`config.mk`:
```
export PLATFORM = sky130hd
export DESIGN_NAME = pool_row_output_flat
export DESIGN_NICKNAME = d
export VERILOG_FILES = /design/src/rtl/pool_row_output_if.sv /design/src/rtl/pool_row_output.sv /design/src/flat_wrapper.sv
export SDC_FILE = /design/constraint.sdc
export NUM_CORES = 1
export LEC_CHECK = 0
export CAP_MARGIN = 30
export CORE_AREA = 4 4 64 66
export DETAILED_ROUTE_END_ITERATION = 8
export DIE_AREA = 0 0 68 70
export PLACE_DENSITY = 0.76
export SYNTH_ARGS = -nofsm -noshare
export SYNTH_HDL_FRONTEND = slang
export SYNTH_SLANG_ARGS = --single-unit
```
`constraint.sdc`:
```
create_clock -name clk -period 1.85 [get_ports clk]
set_clock_uncertainty 0.1 [all_clocks]
set_input_delay 0.4625 -clock clk [delete_from_list [all_inputs] [get_ports clk]]
set_output_delay 0.4625 -clock clk [all_outputs]
set_load 0.05 [all_outputs]
```
`src/rtl/pool_row_output_if.sv`:
```
// Pixel/result bundle between the row shifter side and the pooling consumer.
// The bench drives the master side; pool_row_output owns the slave side.
interface pool_row_output_if;
    logic       CE;
    logic [7:0] in;
    logic [7:0] in_row;
    logic [7:0] out;
    logic       out_valid;
    logic       frame_done;

    modport master (
        output CE, in, in_row,
        input  out, out_valid, frame_done
    );

    modport slave (
        input  CE, in, in_row,
        output out, out_valid, frame_done
    );
endinterface

```
`src/rtl/pool_row_output.sv`:
```
// 2x2 stride-2 max pooling over the live row and the one-row-delayed row.
// Emits one pooled value per window, with a frame_done pulse on the last window.
module pool_row_output #(
    parameter int ROW_LEN = 8,
    parameter int ROWS    = 8
) (
    input  logic              clk,
    input  logic              rst,
    pool_row_output_if.slave  bus
);
    localparam int CW = $clog2(ROW_LEN);
    localparam int RW = $clog2(ROWS);

    typedef enum logic [1:0] {
        FILL   = 2'd0,
        POOL_A = 2'd1,
        POOL_B = 2'd2
    } state_t;

    state_t          r_state;
    logic [CW-1:0]   r_col;
    logic [RW-1:0]   r_row;
    logic [7:0]      r_hold;
    logic [7:0]      r_out;
    logic            r_out_valid;
    logic            r_frame_done;

    logic            w_last_col;
    logic            w_last_row;
    logic [7:0]      w_pair_max;

    function automatic logic [7:0] max8(input logic [7:0] a, input logic [7:0] b);
        return (a > b) ? a : b;
    endfunction

    assign w_last_col = (r_col == CW'(ROW_LEN - 1));
    assign w_last_row = (r_row == RW'(ROWS - 1));
    assign w_pair_max = max8(bus.in, bus.in_row);

    // Pixel counters, window FSM and registered pooled outputs.
    always_ff @(posedge clk or posedge rst) begin
        if (rst) begin
            r_state      <= FILL;
            r_col        <= '0;
            r_row        <= '0;
            r_hold       <= 8'd0;
            r_out        <= 8'd0;
            r_out_valid  <= 1'b0;
            r_frame_done <= 1'b0;
        end else begin
            // Pulses are cleared every edge so a CE gap can never stretch them.
            r_out_valid  <= 1'b0;
            r_frame_done <= 1'b0;
            if (bus.CE) begin
                if (w_last_col) begin
                    r_col <= '0;
                    r_row <= w_last_row ? '0 : r_row + RW'(1);
                end else begin
                    r_col <= r_col + CW'(1);
                end
                case (r_state)
                    FILL: begin
                        r_state <= w_last_col ? POOL_A : FILL;
                    end
                    POOL_A: begin
                        r_hold  <= w_pair_max;
                        r_state <= POOL_B;
                    end
                    POOL_B: begin
                        r_out        <= max8(r_hold, w_pair_max);
                        r_out_valid  <= 1'b1;
                        r_frame_done <= w_last_col & w_last_row;
                        r_state      <= w_last_col ? FILL : POOL_A;
                    end
                    default: begin
                        r_state <= FILL;
                    end
                endcase
            end else begin
                r_state <= r_state;
            end
        end
    end

    assign bus.out        = r_out;
    assign bus.out_valid  = r_out_valid;
    assign bus.frame_done = r_frame_done;
endmodule

```
`src/flat_wrapper.sv`:
```
// flat-port wrapper written by rule: the top's interface ports become plain ports
module pool_row_output_flat 
#(
    parameter int ROW_LEN = 8,
    parameter int ROWS    = 8
)
  (clk, rst, bus_CE, bus_in, bus_in_row, bus_out, bus_out_valid, bus_frame_done);
  pool_row_output_if bus_i ();
  input  logic clk;
  input  logic rst;
  input wire logic [$bits(bus_i.CE)-1:0] bus_CE;
  input wire logic [$bits(bus_i.in)-1:0] bus_in;
  input wire logic [$bits(bus_i.in_row)-1:0] bus_in_row;
  output wire logic [$bits(bus_i.out)-1:0] bus_out;
  output wire logic [$bits(bus_i.out_valid)-1:0] bus_out_valid;
  output wire logic [$bits(bus_i.frame_done)-1:0] bus_frame_done;
  assign bus_i.CE = bus_CE;
  assign bus_i.in = bus_in;
  assign bus_i.in_row = bus_in_row;
  assign bus_out = bus_i.out;
  assign bus_out_valid = bus_i.out_valid;
  assign bus_frame_done = bus_i.frame_done;
  pool_row_output #(.ROW_LEN(ROW_LEN), .ROWS(ROWS)) u_core (.clk(clk), .rst(rst), .bus(bus_i));
endmodule
```
==> out/results.ini, run 1 <==
[power]
irDropWorstVdd_mv=0.779
static-leakage-power_nw=1.17
power_density_nw_per_um2=1220

[clock_tree]
tritoncts=done
cts_buffers=3
cts_hold_buffers=0
cts.path.max_buffers=2
clk_pin_slew_worst_paths_ns=0.14
htree_levels=1
clk_latency_ns=0.31
root_buffer=clkbuf_4
cts.sinks=26

[drt]
wl_met1_mm=1.56
finalWirelength_mm=4.05
first_pass_iters=4
wl_per_cell_um=15.6
wl_met3_um=160
vias_per_cell=5.24
drt_iter0_markers=35
met2_length_mm=2.32
route.detailed.drc=0
routed.top_layer=met3
ant_nets=0
vias=1358

[layout]
nets=251
area_growth_pct=56.9
fin_area_sq_um=2500
num_antenna_cells=0
final_layout_size_suffix_gt1_share_pct=54.5

[floorplanning]
fp.dieArea_sq_um=4760
pin_count=29
start_util_pct=44.6
die_w_um=68
core_sq_um=3580
dieHeight_um=70
placementRows=22

[timing]
slew_viol_final=0
worst_slew_pin_slew_ns=0.318
max_freq_ghz=0.339
maxSlewHeadroom_pct=78.8
hold_violations=0
timing.final.crit_share_pct=159
fin_ws_ns=-1.10
fin_crit_ns=2.95
finalSetupViolCount=15
finalSetupTns_ns=-9.43
rsz0062_at_grt=yes

[synthesis]
synth-seq-cells=26
ys_seq_area_share_pct=40.8
syn_area_per_cell_sq_um=10.5
synthMuxAreaShare_pct=8.54
ys_warn_count=0
async_flop_share_pct=100
yosysTopAreaCellShare_pct=40.8
yosysTopAreaCell=dfrtp_1
synth_simple_gate_area_share_pct=12.2
synth_compound_area_share_pct=16.3
netlist_area_sq_um=1600
synthFlopType=dfrtp_1
synth_edf_count=0
synth_cell_types=26
syn_nets=191
netlist_top_cells_area=dfrtp_1 41%, ha_1 16%, o211ai_2 7.1%, mux2i_1 5.0%, nand2_1 4.5%
synth_top_family_by_area=compound AO/OA/AOI/OAI gates
synthCells=152
synth_fa_ha_area_share_pct=15.7
synthXorXnorAreaFrac_pct=0.549

[worst_setup_path]
critical_path_class=in2reg
crit_path_start_kind=input port
end_kind=flip-flop
cp.arrival_ns=3.09
critPathMaxFanout=8
required_ns=1.99

[flow_run]
drv_cap=0

[grt]
grt_first_pass_wirelength_mm=6.46
grt_max_degree=27
antenna_found_initial=0
grt_overflow=0
grt_use_total_pct=17.7
grt_pass1_vias=1466

[status]
violations=negative setup slack
status=finished, violations left

[place]
dpl_cell_area_sq_um=2180
dp_hpwl_mm=2.97
place.gp.congestion=0.858
numPortBuffers=28

[hold_path]
hold_class=in2async

==> logic make-up (layout without fill, tap and decap cells) <==
logic type / Yosys count / in the layout
AND/OR/NAND/NOR: 40 / 40
AO/OA/AOI/OAI: 33 / 33
flip-flops: 26 / 26
adder cells (fa/ha/maj): 20 / 20
buffers and inverters: 19 / 78
multiplexers: 13 / 13
XOR/XNOR: 1 / 1
==> registers in the layout (all words and copies together), names as in the netlist <==
signal                 cells
u_core.r_col               3
u_core.bus.out             8
u_core.r_row               3
u_core.r_state             2
u_core.r_hold              8
u_core.bus.frame_done      1
u_core.bus.out_valid       1
==> critical path, stage by stage <==
cell	delay, ns
buf_6	0.09
inv_4	0.04
ha_4	0.25
nand4_1	0.23
a21oi_2	0.25
o22ai_4	0.13
buf_4	0.16
buf_6	0.11
mux2i_4	0.18
ha_1	0.36
buf_4	0.13
nand4_1	0.08
o22a_1	0.21
nand2b_4	0.22
o211ai_2	0.19
==> area by class of cell <==
class | count | area (sq um)
clock buffers | 4 | 36.3
fillers | 250 | 1070
inverters | 14 | 62.6
multi-input cells | 107 | 1100
flip-flops and latches | 26 | 651
well taps | 48 | 60.1
repair buffers | 60 | 596
==> layer usage <==
metal | global-route usage, % | vias up
li1 | - | 663
met1 | 19.8 | 667
met2 | 34.5 | 28
met3 | 1.77 | 0
met4 | 3.75 | 0
met5 | 0 | -
==> synthesized netlist by cell type (4+ instances only) <==
library cell	count
dfrtp_1	26
ha_1	20
nand2_1	19
inv_1	14
nand3_1	11
o211ai_2	9
o21ai_0	9
mux2i_1	8
a21oi_1	7
mux2_2	5
nand4_1	4
==> through the flow <==
stage	hold WS (ns)	worst slack (ns)	power, mW	std cells	utilization [%]
final	0.383	-1.10	3.05	259	70.0
after global routing	0.391	-1.17	3.29	259	70.0
after CTS	0.382	-0.978	2.96	256	67.3
after detailed placement	0.402	-1.81	2.57	248	60.8
after global placement	0.389	-1.68	2.48	248	60.8
after floorplan	0.371	-1.32	1.94	152	-
==> layout by cell type (no fill, tap or decap), types with 2 or more instances in the layout <==
cell	count
buf_8	3
nand4_1	4
a21oi_1	5
clkbuf_2	4
o21ai_0	4
ha_1	10
mux2_2	5
o21ai_2	5
mux2i_4	6
mux2i_2	2
nand2_1	19
buf_2	2
o21ai_1	3
dfrtp_1	26
a21o_1	2
ha_4	9
clkdlybuf4s50_1	2
nand3_1	9
o211ai_2	9
nand3_2	2
inv_1	6
buf_4	30
buf_6	12
buf_12	7
inv_2	5
inv_4	2
a21oi_2	2
clkbuf_4	3
==> power by group <==
| group | internal, mW | switching [mW] |
|---|---|---|
| Combinational | 0.874 | 0.905 |
| Sequential | 0.805 | 0.195 |
| Clock | 0.120 | 0.156 |
==> repair_timing <==
action / 4_1_cts / 5_1_grt
resized for setup: 104 / 25
cloned: 0 / 0
pin swaps: 25 / 2
endpoints found under the setup margin: 16 / 16
setup buffers: 6 / 4
==> worst paths after layout <==
path / startpoint / to / slack [ns] / cells after the start
max: bus_in_row[6] / u_core.bus.out[2] / -1.10 / 15
min: rst / u_core.r_state[0] / 0.38 / 3
max reg2reg: u_core.r_hold[2] / u_core.bus.out[2] / -0.05 / 7
min reg2reg: u_core.r_hold[0] / u_core.r_hold[0] / 0.43 / 2
max in group asynchronous: rst / u_core.bus.out[3] / 1.02 / 3
min in group clk: u_core.r_hold[0] / u_core.r_hold[0] / 0.43 / 2
Power figures use the tool's default switching activity.
==> inputs of run 2 (changes only) <==
- CAP_MARGIN: 30 -> 40
==> results of run 2 <==
Same layout as run 1: the final DEF is identical, and so are final timing and power.
==> inputs of run 3 (changes only) <==
- TNS_END_PERCENT: not set -> 1
==> out/results.ini, run 3 (synthesis results as in run 1) <==
[status]
status=finished, violations left
violations=negative setup slack

[clock_tree]
htree_levels=1  ; unchanged
cts.sinks=26  ; unchanged
clk_pin_slew_worst_paths_ns=0.14  ; about the same
root_buffer=clkbuf_4
cts.path.max_buffers=2  ; unchanged
cts_buffers=3  ; unchanged
cts_hold_buffers=0  ; unchanged
tritoncts=done
clk_latency_ns=0.31  ; about the same

[worst_setup_path]
critical_path_class=in2reg
ff2ff_path_depth=7  ; unchanged
critPathMaxFanout=8  ; unchanged
crit_buf_inv=2  ; -3
reg2reg_to=u_core.bus.out[3]
required_ns=2.00  ; about the same
cp_top_family=compound AO/OA/AOI/OAI gates
end_kind=flip-flop
path_cells=buf_4 > ha_4 > nor2b_4 > o211ai_2 > a21oi_2 > o22ai_4 > buf_12 > mux2i_4 > ha_4 > a21oi_1 > o21ai_1 > o22a_1 > nand2b_4 > o211ai_2
cp.arrival_ns=2.94  ; -0.15 ns
cpPeakStageDelay_ns=0.28  ; -0.08 ns
r2r_setup_slack_ns=0.01  ; +0.06 ns
cp_slowest_cell=mux2i_4
reg2reg_from=u_core.r_hold[2]
startpoint=bus_in[1]
crit_path_start_kind=input port

[layout]
final_cell_mix=31 x buf_4, 26 x dfrtp_1, 19 x nand2_1, 12 x buf_6
area_growth_pct=57.1
nets=251  ; unchanged
final_common_cell=buf_4
fin_area_sq_um=2510  ; +0.15%
final_layout_size_suffix_gt1_share_pct=54.0  ; -0.47 points
num_antenna_cells=0  ; unchanged

[floorplanning]
start_util_pct=44.6  ; unchanged
pin_count=29  ; unchanged
core_sq_um=3580  ; unchanged
die_w_um=68  ; unchanged
fp.dieArea_sq_um=4760  ; unchanged
placementRows=22  ; unchanged
dieHeight_um=70  ; unchanged

[grt]
use_met1_pct=20.2  ; +0.39 points
met2_usage_pct=33.5  ; -0.96 points
grt_pass1_vias=1541  ; +5.1%
grt_util_met3_pct=2.25  ; +0.48 points
grt_first_pass_wirelength_mm=6.65  ; +3.0%
grt.busiest_layer=met2
grt_max_degree=27  ; unchanged
grt_use_total_pct=17.7  ; +0.023 points
antenna_found_initial=0  ; unchanged
grt_overflow=0  ; unchanged

[timing]
max_freq_ghz=0.358  ; +5.7%
hold_violations=0  ; unchanged
finalSetupViolCount=15  ; unchanged
worst_slew_pin_slew_ns=0.317  ; -0.00131 ns
maxSlewHeadroom_pct=78.9  ; +0.087 points
fin_ws_ns=-0.940  ; +0.160 ns
rsz0062_at_grt=yes
slew_viol_final=0  ; unchanged
fin_crit_ns=2.79  ; -0.160 ns
timing.final.crit_share_pct=151  ; -8.6 points

[drt]
ant_nets=0  ; unchanged
route.detailed.drc=0  ; unchanged
wl_per_cell_um=15.0  ; -4.2%
finalWirelength_mm=3.87  ; -4.2%
vias_per_cell=5.20  ; -0.88%
drt_iter0_markers=26  ; -26%
vias=1346  ; -0.88%
first_pass_iters=4  ; unchanged

[place]
place_ws_ns=-1.76  ; +0.0513 ns
numPortBuffers=28  ; unchanged
dpl_cell_area_sq_um=2180  ; +0.34%
place.gp.congestion=0.827  ; -3.6%
dp_hpwl_mm=2.98  ; +0.34%

[power]
static-leakage-power_nw=1.18  ; +0.37%
irDropWorstVdd_mv=0.731  ; -6.2%
power_density_nw_per_um2=1240  ; +1.9%

[hold_path]
hold_class=in2async

[flow_run]
drv_cap=0  ; unchanged

-- run 3: worst min-delay path, cell delays in order --
cell	delay, ns
clkdlybuf4s50_1	0.40
inv_1	0.05
buf_4	0.30
-- run 3: layout make-up --
class | instances | area, sq um
clock inverters | 1 | 30.0
inverters | 14 | 62.6
flip-flops and latches | 26 | 651
clock buffers | 3 | 22.5
fillers | 278 | 1070
well taps | 48 | 60.1
repair buffers | 60 | 593
multi-input cells | 107 | 1090
-- run 3: worst max-delay path by stage --
stage	endpoint	slack, ns	cells after the start
floorplan	u_core.bus.out[6]	-1.32	15
global placement	u_core.bus.out[0]	-1.67	16
detailed placement	u_core.bus.out[6]	-1.76	16
CTS	u_core.bus.out[3]	-0.90	14
global route	u_core.bus.out[3]	-1.09	15
finish	u_core.bus.out[3]	-0.94	14
-- run 3: metal layers --
layer	part of all wire [%]	wire (um)	vias to the layer above
met5	0	0	-
met4	1.1	44	0
met3	3.8	146	4
met2	56	2170	24
met1	39	1510	656
li1	-	-	662
-- run 3: power by group --
part	internal, mW	leakage, nW	switching, mW
Combinational	0.857	0.821	0.874
Clock	0.219	0.0279	0.161
Sequential	0.805	0.330	0.201
Total	1.88	1.18	1.24
-- run 3: metrics by stage --
step	TNS, ns	power [mW]	util (%)	hold WS [ns]	instances
after global routing	-9.36	3.37	70.1	0.401	259
final	-7.76	3.12	70.1	0.378	259
after global placement	-19.53	2.48	61.0	0.390	249
after floorplan	-11.21	1.94	-	0.371	152
after detailed placement	-20.63	2.58	61.0	0.404	249
after CTS	-7.01	3.08	67.8	0.378	257
-- run 3: timing repair --
action                     in CTS  in global routing
pin swaps                      23                  3
resized for setup             119                 16
setup buffers                   4                  2
setup endpoints to repair      16                 16
gates cloned                    0                  0
